--- src/rtl/bus_mux_pkg.sv ---
// Shared project constants for the bus multiplexer family.
// The default word width matches the processor datapath.
package bus_mux_pkg;

    localparam int ARQUITECTURE_BITS = 32;

endpackage

--- src/rtl/bus_mux_reg.sv ---
// Output register for the word multiplexer, cleared asynchronously by reset.
// It lives in its own module so that the mux core stays purely combinational.
module bus_mux_reg #(
    parameter int BUS_SIZE = 32
) (
    input  logic                clk,
    input  logic                reset,
    input  logic [BUS_SIZE-1:0] d,
    output logic [BUS_SIZE-1:0] q
);

    always_ff @(posedge clk or posedge reset) begin
        if (reset) begin
            q <= '0;
        end else begin
            q <= d;
        end
    end

endmodule

--- src/rtl/bus_mux.sv ---
// N-to-1 word multiplexer with a binary channel index and a zero-latency output.
// It also provides a registered copy of that output for pipeline-stage boundaries.
module bus_mux
    import bus_mux_pkg::*;
#(
    parameter int CHANNELS = 2,
    parameter int BUS_SIZE = ARQUITECTURE_BITS
) (
    input  logic                         clk,
    input  logic                         reset,
    input  logic [CHANNELS-1:0]          selector,
    input  logic [CHANNELS*BUS_SIZE-1:0] data_in,
    output logic [BUS_SIZE-1:0]          data_out,
    output logic [BUS_SIZE-1:0]          data_out_reg
);

    if (CHANNELS < 2) begin : g_bad_channels
        $error("bus_mux: CHANNELS must be at least 2");
    end
    if (BUS_SIZE < 1) begin : g_bad_bus_size
        $error("bus_mux: BUS_SIZE must be at least 1");
    end

    logic [BUS_SIZE-1:0] words [CHANNELS];

    for (genvar gi = 0; gi < CHANNELS; gi++) begin : g_word
        assign words[gi] = data_in[BUS_SIZE*gi +: BUS_SIZE];
    end

    // An out-of-range index matches no channel, so the output falls back to zeros.
    always_comb begin
        data_out = '0;
        for (int k = 0; k < CHANNELS; k++) begin
            if (selector == CHANNELS'(k)) begin
                data_out = words[k];
            end
        end
    end

    bus_mux_reg #(
        .BUS_SIZE(BUS_SIZE)
    ) u_out_reg (
        .clk  (clk),
        .reset(reset),
        .d    (data_out),
        .q    (data_out_reg)
    );

endmodule

--- config.mk ---
export PLATFORM = sky130hd
export DESIGN_NAME = bus_mux
export DESIGN_NICKNAME = d
export VERILOG_FILES = /design/src/rtl/bus_mux_pkg.sv /design/src/rtl/bus_mux_reg.sv /design/src/rtl/bus_mux.sv
export SDC_FILE = /design/constraint.sdc
export NUM_CORES = 1
export LEC_CHECK = 0
export CAP_MARGIN = 20
export CORE_AREA = 2 2 76 78
export CTS_CLUSTER_DIAMETER = 120
export CTS_CLUSTER_SIZE = 30
export DETAILED_ROUTE_END_ITERATION = 16
export DIE_AREA = 0 0 78 80
export PLACE_DENSITY = 0.73
export SLEW_MARGIN = 20
export SYNTH_ARGS = -nofsm -noshare
export SYNTH_HDL_FRONTEND = slang
export SYNTH_HIERARCHICAL = 1
export SYNTH_SLANG_ARGS = --single-unit
--- constraint.sdc ---
create_clock -name clk -period 2 [get_ports clk]
set_input_delay 0.6 -clock clk [delete_from_list [all_inputs] [get_ports clk]]
set_output_delay 0.6 -clock clk [all_outputs]
set_load 0.02 [all_outputs]
Yosys cells after proc, flatten, opt, wreduce, memory -nomap -nowiden
Cells that the tools add are included.

storage, ports and cells
  logic and storage cells = 5
  memories = 0
  input port bits = 68
  register bits after elaboration = 32
  RAM bits = 0
  latch bits = 0
  output and inout bits = 64
  memory bits (read-only) = 0

cells by class
  bitwise operators = 0
  div/mod/pow operators = 0
  add/subtract/negate cells = 0
  multiplexer cells = 2
  order comparisons = 0
  multiply operators = 0
  shift operators = 0
  equality and inequality tests = 1
  reductions and logical operators = 1

operators by type and width
  operator                                                         count
  32-bit two-way mux                                               2
  2-bit by 1-bit == test with 1-bit output, second input constant  1
  2-bit zero test                                                  1

Depth between registers and ports, before layout
Gate-level depths: netlist (run 1).

  word-level depth = 3
  depth in mapped cells = 4
  gate-level depth less buffers = 2

By module
The synthesis (run 1) kept the hierarchy.

by module, submodules not included
  module       area each (um^2)  cells an instance  times used
  bus_mux_reg  804.5             33                 1
  bus_mux      523.0             71                 1

Worst setup path before layout (run 1)
OpenSTA, ideal clock, no wires.

  path type = in2out
  from = in selector[0]
  to = out data_out[10]
  arrival time = 1.282 ns
  stages on the path = 4
  slack = 0.118 ns
  cell sequence = buf_6 buf_12 mux2i_1 nor2_1

between the ends
  word-level cells in the longest chain between the ends = 3
  elaborated cells between the ends (all ways) = 4

ends and longest elaborated chain
  element                 RTL line       source
  start: declaration      bus_mux.sv:11  input logic [CHANNELS-1:0] selector,
  2-bit zero test         bus_mux.sv:34  if (selector == CHANNELS'(k)) begin
  32-bit two-way mux      bus_mux.sv:34
  32-bit two-way mux (*)  bus_mux.sv:34
  end: declaration        bus_mux.sv:13  output logic [BUS_SIZE-1:0] data_out,

Mark *: on every way between the ends. The rest lies on a longest branch, timed or not.

Worst setup path after layout (run 1)
  from = in data_in[42]
  to = out data_out[10]

between the ends
  word-level cells in the longest chain between the ends = 1

ends and longest elaborated chain
  element             RTL line       source
  start: declaration  bus_mux.sv:12  input logic [CHANNELS*BUS_SIZE-1:0] data_in,
  32-bit two-way mux  bus_mux.sv:34

No other way between the ends.

==> flow_summary_export.csv, run 1 <==
group,metric,value,unit
timing,setup_viol,0,
timing,min_period,1.987,ns
floorplan,dieArea,6240,µm²
placed_design,io_buffers,131,
placed_design,place_area,2851,µm²
power,powerDensity,544.9,nW/µm²
cells_and_area,multi_input_comb_area,516.7,µm²
cells_and_area,largest_reg_flops,32,
logic_synthesis,synthTopCellsByArea,"dfrtp_1, mux2i_1, nor2_1",
placed_design,place_ws,-0.6716,ns
logic_synthesis,yosysSeqAreaShare,60.32,%
timing,maxSlewViolCount,0,
worst_setup_path,path_max_fanout,2,
drt,drcViolationCount,0,
logic_synthesis,yosys_warnings,6,
outcome,outcome,"finished clean",
global_routing,grt_pass1_vias,1446,
placed_design,dp_hpwl,3.337,mm
logic_synthesis,avgSynthCellArea,12.76,µm²
logic_synthesis,yosysTopAreaCellShare,60.32,%
floorplan,core,5405,µm²
timing,hold_violations,0,
cells_and_area,n_antenna_cell,0,
drt,viasPerCell,4.153,
logic_synthesis,ys_ff_latch,32,
logic_synthesis,synth-xor-area-share,0,%
logic_synthesis,synth_cell_types,7,
clocking,cts_root_buffer,"clkbuf_8",
drt,routedWlPerCell,14.57,µm
clocking,cts_hold_buf,0,
floorplan,start_util,24.56,%
logic_synthesis,synth_fa_ha_area_share,0,%
drt,antenna_left,0,
cells_and_area,seq_area,800.8,µm²
clocking,clock_sinks,32,
clocking,cts_buffer_depth,2,
worst_setup_path,end_kind,"output pin",
timing,fmax,503.3,MHz
logic_synthesis,syn-num-nets,172,
floorplan,die_x,78,µm
drt,dr.pass1.iters,2,
logic_synthesis,synth-simple-area-share,9.048,%
timing,max-slew-margin-rel,83.13,%
cells_and_area,area_growth,144.7,%
power,leakage,0.001802,µW
logic_synthesis,muxShareOfSynthArea,24.13,%
cells_and_area,fillCellCount,454,
cells_and_area,nets,350,
logic_synthesis,synth_top_family_by_area,"multiplexers",
logic_synthesis,synth_compound_area_share,0,%
placed_design,place_congestion,0.7020,
clocking,cts_made_buffers,5,
worst_setup_path,crit_required,1.40,ns
cells_and_area,top_register,"u_out_reg/q",
clocking,htreeDepth,2,
logic_synthesis,yosys.area.top_type,"dfrtp_1",
timing,timing.final.crit_share,99.35,%
cells_and_area,instances_no_fill,354,
logic_synthesis,synth_cells,104,
min_path,hp-class,"input port to async pin",
worst_setup_path,crit_arrival,1.39,ns
global_routing,antenna_found_initial,0,
global_routing,grt_max_degree,20,
clocking,clk_pin_slew,0.06,ns
global_routing,track_usage,15.16,%
drt,drtIter0Drc,25,
cells_and_area,drive_above_1_share,39.01,%
timing,tightest_slew,0.2531,ns
global_routing,grt_pass1_wl,7.272,mm
power,ir_drop,321.2,µV
floorplan,core.rowCount,27,
timing,setup_ws,0.01300,ns
run,drv_cap,0,
placed_design,dp.cells,323,
drt,vias,1470,
clocking,cts_tree,"done",
floorplan,ioPinCount,132,
drt,postRouteWirelength,5.159,mm
cells_and_area,top_regs,"u_out_reg/q: 32 flops",
logic_synthesis,syn_area,1328,µm²
cells_and_area,fin_area,3248,µm²
worst_setup_path,crit_path_start_kind,"input port",
global_routing,grt_overflow,0,
floorplan,die_h,80,µm
worst_setup_path,criticalPathCategory,"input port to output pin",
==> cells by family (layout without fill, tap and decap cells) <==
group,count (synthesis),after routing
buffers and inverters,8,186
DFF,32,32
muxes,32,32
and+or+nand+nor,32,32
==> per-layer routing <==
metal  global-route usage [%]  vias up  share of wire [%]
met5                        0        -                  0
li1                         -      695                  -
met1                    17.22      687                 39
met2                    26.12       82                 51
met3                    5.769        6                9.4
met4                    5.263        0                1.0
==> through the flow <==
step / hold slack [ns] / util, % / power [µW] / setup TNS (ns)
after floorplan: 0.7162 / - / 931.5 / 0
after global placement: 0.9371 / 52.75 / 1276 / -19.45
after detailed placement: 0.9394 / 52.75 / 1285 / -20.20
after CTS: 0.6492 / 55.53 / 1752 / -0.01998
after global routing: 0.6792 / 60.09 / 1867 / -0.02421
final: 0.6557 / 60.09 / 1770 / 0
==> worst max-delay path: stages <==
cell,delay [ns]
clkdlybuf4s50_1,0.46
mux2i_1,0.08
nor2_2,0.12
buf_6,0.13
==> repair_timing <==
item,CTS,global route
hold endpoints to repair,0,0
gates resized for setup,226,42
cloned,1,3
setup endpoints to repair,32,28
pin swaps,17,13
buffers inserted,14,6
==> where the power goes <==
| part | switching [µW] | internal [µW] |
|---|---|---|
| Sequential | 10.5 | 688 |
| Clock | 208 | 236 |
| Combinational | 280 | 347 |
| Total | 498 | 1270 |
==> Yosys cell counts <==
cell type	instances
buf_12	3
buf_6	1
clkbuf_1	3
dfrtp_1	32
inv_1	1
mux2i_1	32
nor2_1	32
==> cell type report <==
class                   count  share of cell area, %
flip-flops and latches     32                  24.65
clock buffers               6                  2.234
multi-input cells          64                  15.91
well taps                  72                  2.773
inverters                   1                 0.1156
repair buffers            178                  54.16
clock inverters             1                 0.1541
==> layout by cell type, fill, tap and decap left out <==
cell type        count
clkdlybuf4s50_1     36
buf_16               1
clkbuf_8             5
dlymetal6s2s_1      22
inv_1                1
nor2_2              18
mux2i_4              1
clkbuf_1             1
dfrtp_1             32
nor2_4               1
clkbuf_16            3
buf_4               57
buf_12               3
clkdlybuf4s15_2      1
nor2_1              13
clkinv_2             1
mux2i_1             28
mux2i_2              3
dlygate4sd2_1       39
buf_6               16
==> path summary, 6_finish.rpt <==
kind	startpoint	end	slack, ns	depth (start not counted)
min in group clk	data_in[61]	u_out_reg/q[29]$_DFF_PP0_	0.67	3
setup / recovery	data_in[42]	data_out[10]	0.01	4
max in group asynchronous	reset	u_out_reg/q[23]$_DFF_PP0_	1.10	3
hold / removal	reset	u_out_reg/q[18]$_DFF_PP0_	0.66	3
Power figures use the tool's default switching activity.
==> run 2, diff against run 1 <==
SKIP_CTS_REPAIR_TIMING = 1   (was default)
==> flow_summary_export.csv, run 2 (synthesized netlist as in run 1, its figures left out) <==
group,metric,value,unit
worst_setup_path,path_max_fanout,2,
drt,drcViolationCount,0,
cells_and_area,fin_area,3296,µm²
drt,drtIter0Drc,36,
min_path,min_from,"data_in[61]",
floorplan,die_h,80,µm
drt,dr.pass1.iters,2,
cells_and_area,n_antenna_cell,0,
global_routing,grt_overflow,0,
timing,tightest_slew,0.2573,ns
global_routing,grt_pass1_vias,1367,
cells_and_area,largest_reg_flops,32,
min_path,hold_end,"u_out_reg/q[29]$_DFF_PP0_",
timing,maxSlewViolCount,0,
cells_and_area,fillCellCount,454,
worst_setup_path,crit_arrival,1.42,ns
clocking,htreeDepth,2,
cells_and_area,nets,343,
placed_design,io_buffers,131,
placed_design,place_congestion,0.7020,
floorplan,dieArea,6240,µm²
cells_and_area,multi_input_comb_area,498.0,µm²
clocking,cts_made_buffers,5,
floorplan,core,5405,µm²
timing,setup_viol,1,
drt,vias,1445,
clocking,cts_tree,"done",
worst_setup_path,criticalPathCategory,"input port to output pin",
clocking,clk_pin_slew,0.06,ns
timing,timing.final.crit_share,101.0,%
clocking,clock_sinks,32,
global_routing,grt_max_degree,33,
cells_and_area,final_common_cell,"dlymetal6s2s_1",
worst_setup_path,crit_required,1.40,ns
power,ir_drop,318.8,µV
worst_setup_path,end_kind,"output pin",
placed_design,place_ws,-0.6716,ns
drt,routedWlPerCell,14.99,µm
cells_and_area,layout_common_cells,"dlymetal6s2s_1, buf_4, clkdlybuf4s50_1",
worst_setup_path,crit_path_start_kind,"input port",
placed_design,dp.cells,323,
global_routing,track_usage,13.64,%
timing,min_period,2.020,ns
drt,antenna_left,0,
clocking,cts_buffer_depth,2,
cells_and_area,top_register,"u_out_reg/q",
run,drv_cap,0,
power,leakage,0.002079,µW
outcome,outcome,"complete, but fails checks",
placed_design,dp_hpwl,3.337,mm
outcome,violations,"negative setup slack",
placed_design,place_area,2851,µm²
cells_and_area,top_regs,"u_out_reg/q: 32 flops",
cells_and_area,seq_area,800.8,µm²
timing,fmax,495.0,MHz
floorplan,ioPinCount,132,
timing,grt_setup_unrepaired,"true",
drt,postRouteWirelength,5.200,mm
floorplan,start_util,24.56,%
cells_and_area,drive_above_1_share,34.55,%
global_routing,grt_pass1_wl,6.617,mm
clocking,cts_root_buffer,"clkbuf_8",
cells_and_area,instances_no_fill,347,
cells_and_area,area_growth,148.3,%
floorplan,core.rowCount,27,
timing,max-slew-margin-rel,82.84,%
timing,hold_violations,0,
timing,setup_ws,-0.02025,ns
floorplan,die_x,78,µm
global_routing,antenna_found_initial,0,
drt,viasPerCell,4.164,
min_path,hp-class,"input port to flip-flop",
power,powerDensity,534.8,nW/µm²
min_path,min_path_cells,3,
run 2: cell count changes in the layout (fill, tap and decap cells not counted):
cell | previous run | this run
buf_4 | 57 | 54
buf_6 | 16 | 13
dlymetal6s2s_1 | 22 | 63
mux2i_1 | 28 | 29
clkdlybuf4s50_1 | 36 | 35
nor2_2 | 18 | 12
dlygate4sd2_1 | 39 | 0
mux2i_2 | 3 | 2
clkdlybuf4s15_2 | 1 | 0
buf_16 | 1 | 0
nor2_1 | 13 | 19
run 2: cell type report:
type,instances,share of cell area [%]
repair buffers,171,55.39
flip-flops and latches,32,24.30
multi-input cells,64,15.11
well taps,72,2.733
clock buffers,6,2.202
clock inverters,1,0.1519
inverters,1,0.1139
run 2: critical path, stage by stage:
cell,delay [ns]
clkdlybuf4s50_1,0.46
mux2i_1,0.08
nor2_2,0.12
buf_4,0.16
run 2: layer usage:
metal / wire length (µm) / track usage (%)
met2: 2746 / 23.62
met4: 55 / 5.439
met1: 1927 / 14.74
met3: 470 / 5.769
met5: 0 / 0
run 2: power by group:
group / total, µW / switching, µW / internal (µW)
combinational: 614 / 271 / 343
sequential: 699 / 10.6 / 688
clock: 450 / 214 / 236
total: 1760 / 496 / 1270
run 2: metrics by stage:
stage	util [%]	power (µW)	TNS, ns	hold slack (ns)
2_1_floorplan	-	931.5	0	0.7162
3_5_place_dp	52.75	1285	-20.20	0.9394
3_3_place_gp	52.75	1276	-19.45	0.9371
6_report	60.97	1762	-0.02025	0.6519
4_1_cts	54.19	1743	-20.33	0.6492
5_1_grt	60.97	1853	-0.06253	0.6648
run 2: worst max-delay path by stage:
stage                     slack, ns  cells after the start         from            to
final                         -0.02                      4  data_in[33]   data_out[1]
after global routing          -0.06                      4  data_in[33]   data_out[1]
after CTS                     -0.68                      4  selector[1]  data_out[15]
after detailed placement      -0.67                      4  selector[1]  data_out[15]
after global placement        -0.63                      4  selector[1]   data_out[8]
after floorplan                0.12                      4  selector[0]  data_out[10]
==> RTL change, RTL diff (flow settings as in run 1) <==
Register the output `data_out`; this adds one clock of latency there. The other outputs are not delayed to match.
--- a/src/rtl/bus_mux.sv
+++ b/src/rtl/bus_mux.sv
@@ -15,4 +15,6 @@
 );
 
+    logic [BUS_SIZE-1:0] data_d;
+
     if (CHANNELS < 2) begin : g_bad_channels
         $error("bus_mux: CHANNELS must be at least 2");
@@ -30,8 +32,8 @@
     // An out-of-range index matches no channel, so the output falls back to zeros.
     always_comb begin
-        data_out = '0;
+        data_d = '0;
         for (int k = 0; k < CHANNELS; k++) begin
             if (selector == CHANNELS'(k)) begin
-                data_out = words[k];
+                data_d = words[k];
             end
         end
@@ -43,8 +45,12 @@
         .clk  (clk),
         .reset(reset),
-        .d    (data_out),
+        .d    (data_d),
         .q    (data_out_reg)
     );
 
+    always_ff @(posedge clk) begin
+        data_out <= data_d;
+    end
+
 endmodule
 
Check against the original RTL: not equivalent (a bounded check fails within 4 cycles, from zero or initial values and one cycle with reset high).
==> RTL change against run 1 <==
Non-clock buffer count fell by 44; critical path depth fell by 3; wire length fell by 12%; synthesized area rose by 48%; power rose by 56%; cell area rose by 7.1%; die area did not move; sequential cell count rose by 32; setup slack improved by 0.12 ns; worst hold slack improved by 0.031 ns; largest power group unchanged; critical endpoint is now data_out_reg[20].
==> RTL change: results (changes against run 1) <==
[cells_and_area]
n_antenna_cell=0  ; unchanged
drive_gt1_share_pct=5.40  ; was 39.0%
fin_nets=342  ; was 350
fillCellCount=450  ; was 454

[clock_network]
cts_setup_buffers=0  ; was 14
cts-htree-levels=3  ; was 2
clk_pin_slew_ns=0.07
cts_resized=0  ; was 226
cts-buffers-inserted=9  ; was 5
clockRootBuffer=clkbuf_8  ; unchanged
clockBufferDepth=2  ; unchanged

[sta]
finalSetupViolations=0  ; unchanged
worstMarginPinSlew_ns=0.418  ; was 0.253 ns

[critical_path]
critPathArrivalTime_ns=1.26  ; was 1.39 ns
crit_path_max_fanout=1  ; was 2
crit_family=buffers and inverters  ; unchanged
critPathMaxStageDelay_ns=0.61  ; was 0.46 ns
crit_slowest_cell=clkdlybuf4s50_1  ; unchanged

[grt]
grt_pass1_vias=1506  ; was 1,446
grt_pass1_wl_um=7190  ; was 7270 µm
grt_max_degree=33  ; was 20
antenna_found_initial=0  ; unchanged
grtUsageTotal_pct=15.5  ; was 15.2%

[synth]
yosys_warnings=6  ; unchanged
synth_common_cells=dfrtp_1, dfxtp_1, mux2i_1, nor2_1  ; was dfrtp_1, mux2i_1, nor2_1
synth_flop_cell=dfxtp_1  ; was dfrtp_1
async_flop_share_pct=50.0  ; was 100%
synth_fp_nets=204  ; was 172
synth_cell_types=8  ; was 7
yosysSeqAreaShare_pct=73.2  ; was 60.3%
synth.area.top_cells=dfrtp_1, dfxtp_1, mux2i_1  ; was dfrtp_1, mux2i_1, nor2_1

[routing]
vias_per_cell=4.20  ; was 4.15
initialDrtViolationCount=36  ; was 25
dr.pass1.iters=3  ; was 2
routed_wl_um=4550  ; was 5160 µm

[placement]
place_area_mm2=0.00333  ; was 0.00285 mm²
portBuffers=131  ; unchanged
dp_hpwl_um=3360  ; was 3340 µm
place_ws_ns=0.449  ; was -0.672 ns
globalplace.congestion=0.710  ; was 0.702

[run_status]
status=completed  ; unchanged

[power]
vdd_drop_max_uv=445  ; was 321 µV
internal-power_w=0.00211  ; was 0.00127 W
leakagePower_nw=1.53  ; was 1.80 nW

[min_path]
hold_path_class=input pin to async pin  ; unchanged

==> RTL change: worst paths after layout <==
| check | startpoint | endpoint | slack, ns |
|---|---|---|---|
| worst min-delay path | reset | u_out_reg/q[27]$_DFF_PP0_ | 0.69 |
| min in group clk | selector[0] | u_out_reg/q[20]$_DFF_PP0_ | 0.86 |
| worst max-delay path | u_out_reg/q[20]$_DFF_PP0_ | data_out_reg[20] | 0.14 |
| max in group asynchronous | reset | u_out_reg/q[6]$_DFF_PP0_ | 1.01 |
==> RTL change: power groups by stage <==
| stage | clock (W) | sequential, W | combinational, W |
|---|---|---|---|
| final | 0.000842 | 0.00139 | 0.000530 |
| after global routing | 0.000939 | 0.00140 | 0.000565 |
| after CTS | 0.000879 | 0.00139 | 0.000538 |
| after detailed placement | 0 | 0.00142 | 0.000537 |
| after global placement | 0 | 0.00141 | 0.000531 |
| after floorplan | 0 | 0.00153 | 0.000106 |
==> RTL change: kinds of logic (layout without fill, tap and decap cells) <==
logic type	after synthesis	count (layout)	share of synthesized area, %
muxes	32	32	16.3
and+or+nand+nor	32	32	6.10
buffers and inverters	8	150	4.39
DFF	64	64	73.2
==> RTL change: area by class of cell <==
type	instances	share of cell area, %
clock buffer	13	3.99
clock inverter	2	0.288
inverter	1	0.108
multi-input combinational	64	12.7
sequential	64	41.4
tap	72	2.59
timing repair buffer	134	38.9
==> RTL change: per-layer routing <==
metal  vias up  part of all wire [%]  track usage, %
li1        717                     -               -
met1       672                    36            16.1
met2        72                    52            26.7
met3         9                   9.6            5.66
met4         0                   2.0            9.12
met5         -                     0               0
==> RTL change: metrics by stage <==
stage | utilization, % | hold slack (ns) | instances | power, W
2_1_floorplan | - | 0.675 | 136 | 0.00163
3_3_place_gp | 61.6 | 1.03 | 335 | 0.00194
3_5_place_dp | 61.6 | 1.02 | 335 | 0.00195
4_1_cts | 64.4 | 0.679 | 350 | 0.00281
5_1_grt | 64.4 | 0.735 | 350 | 0.00290
6_report | 64.4 | 0.687 | 350 | 0.00276
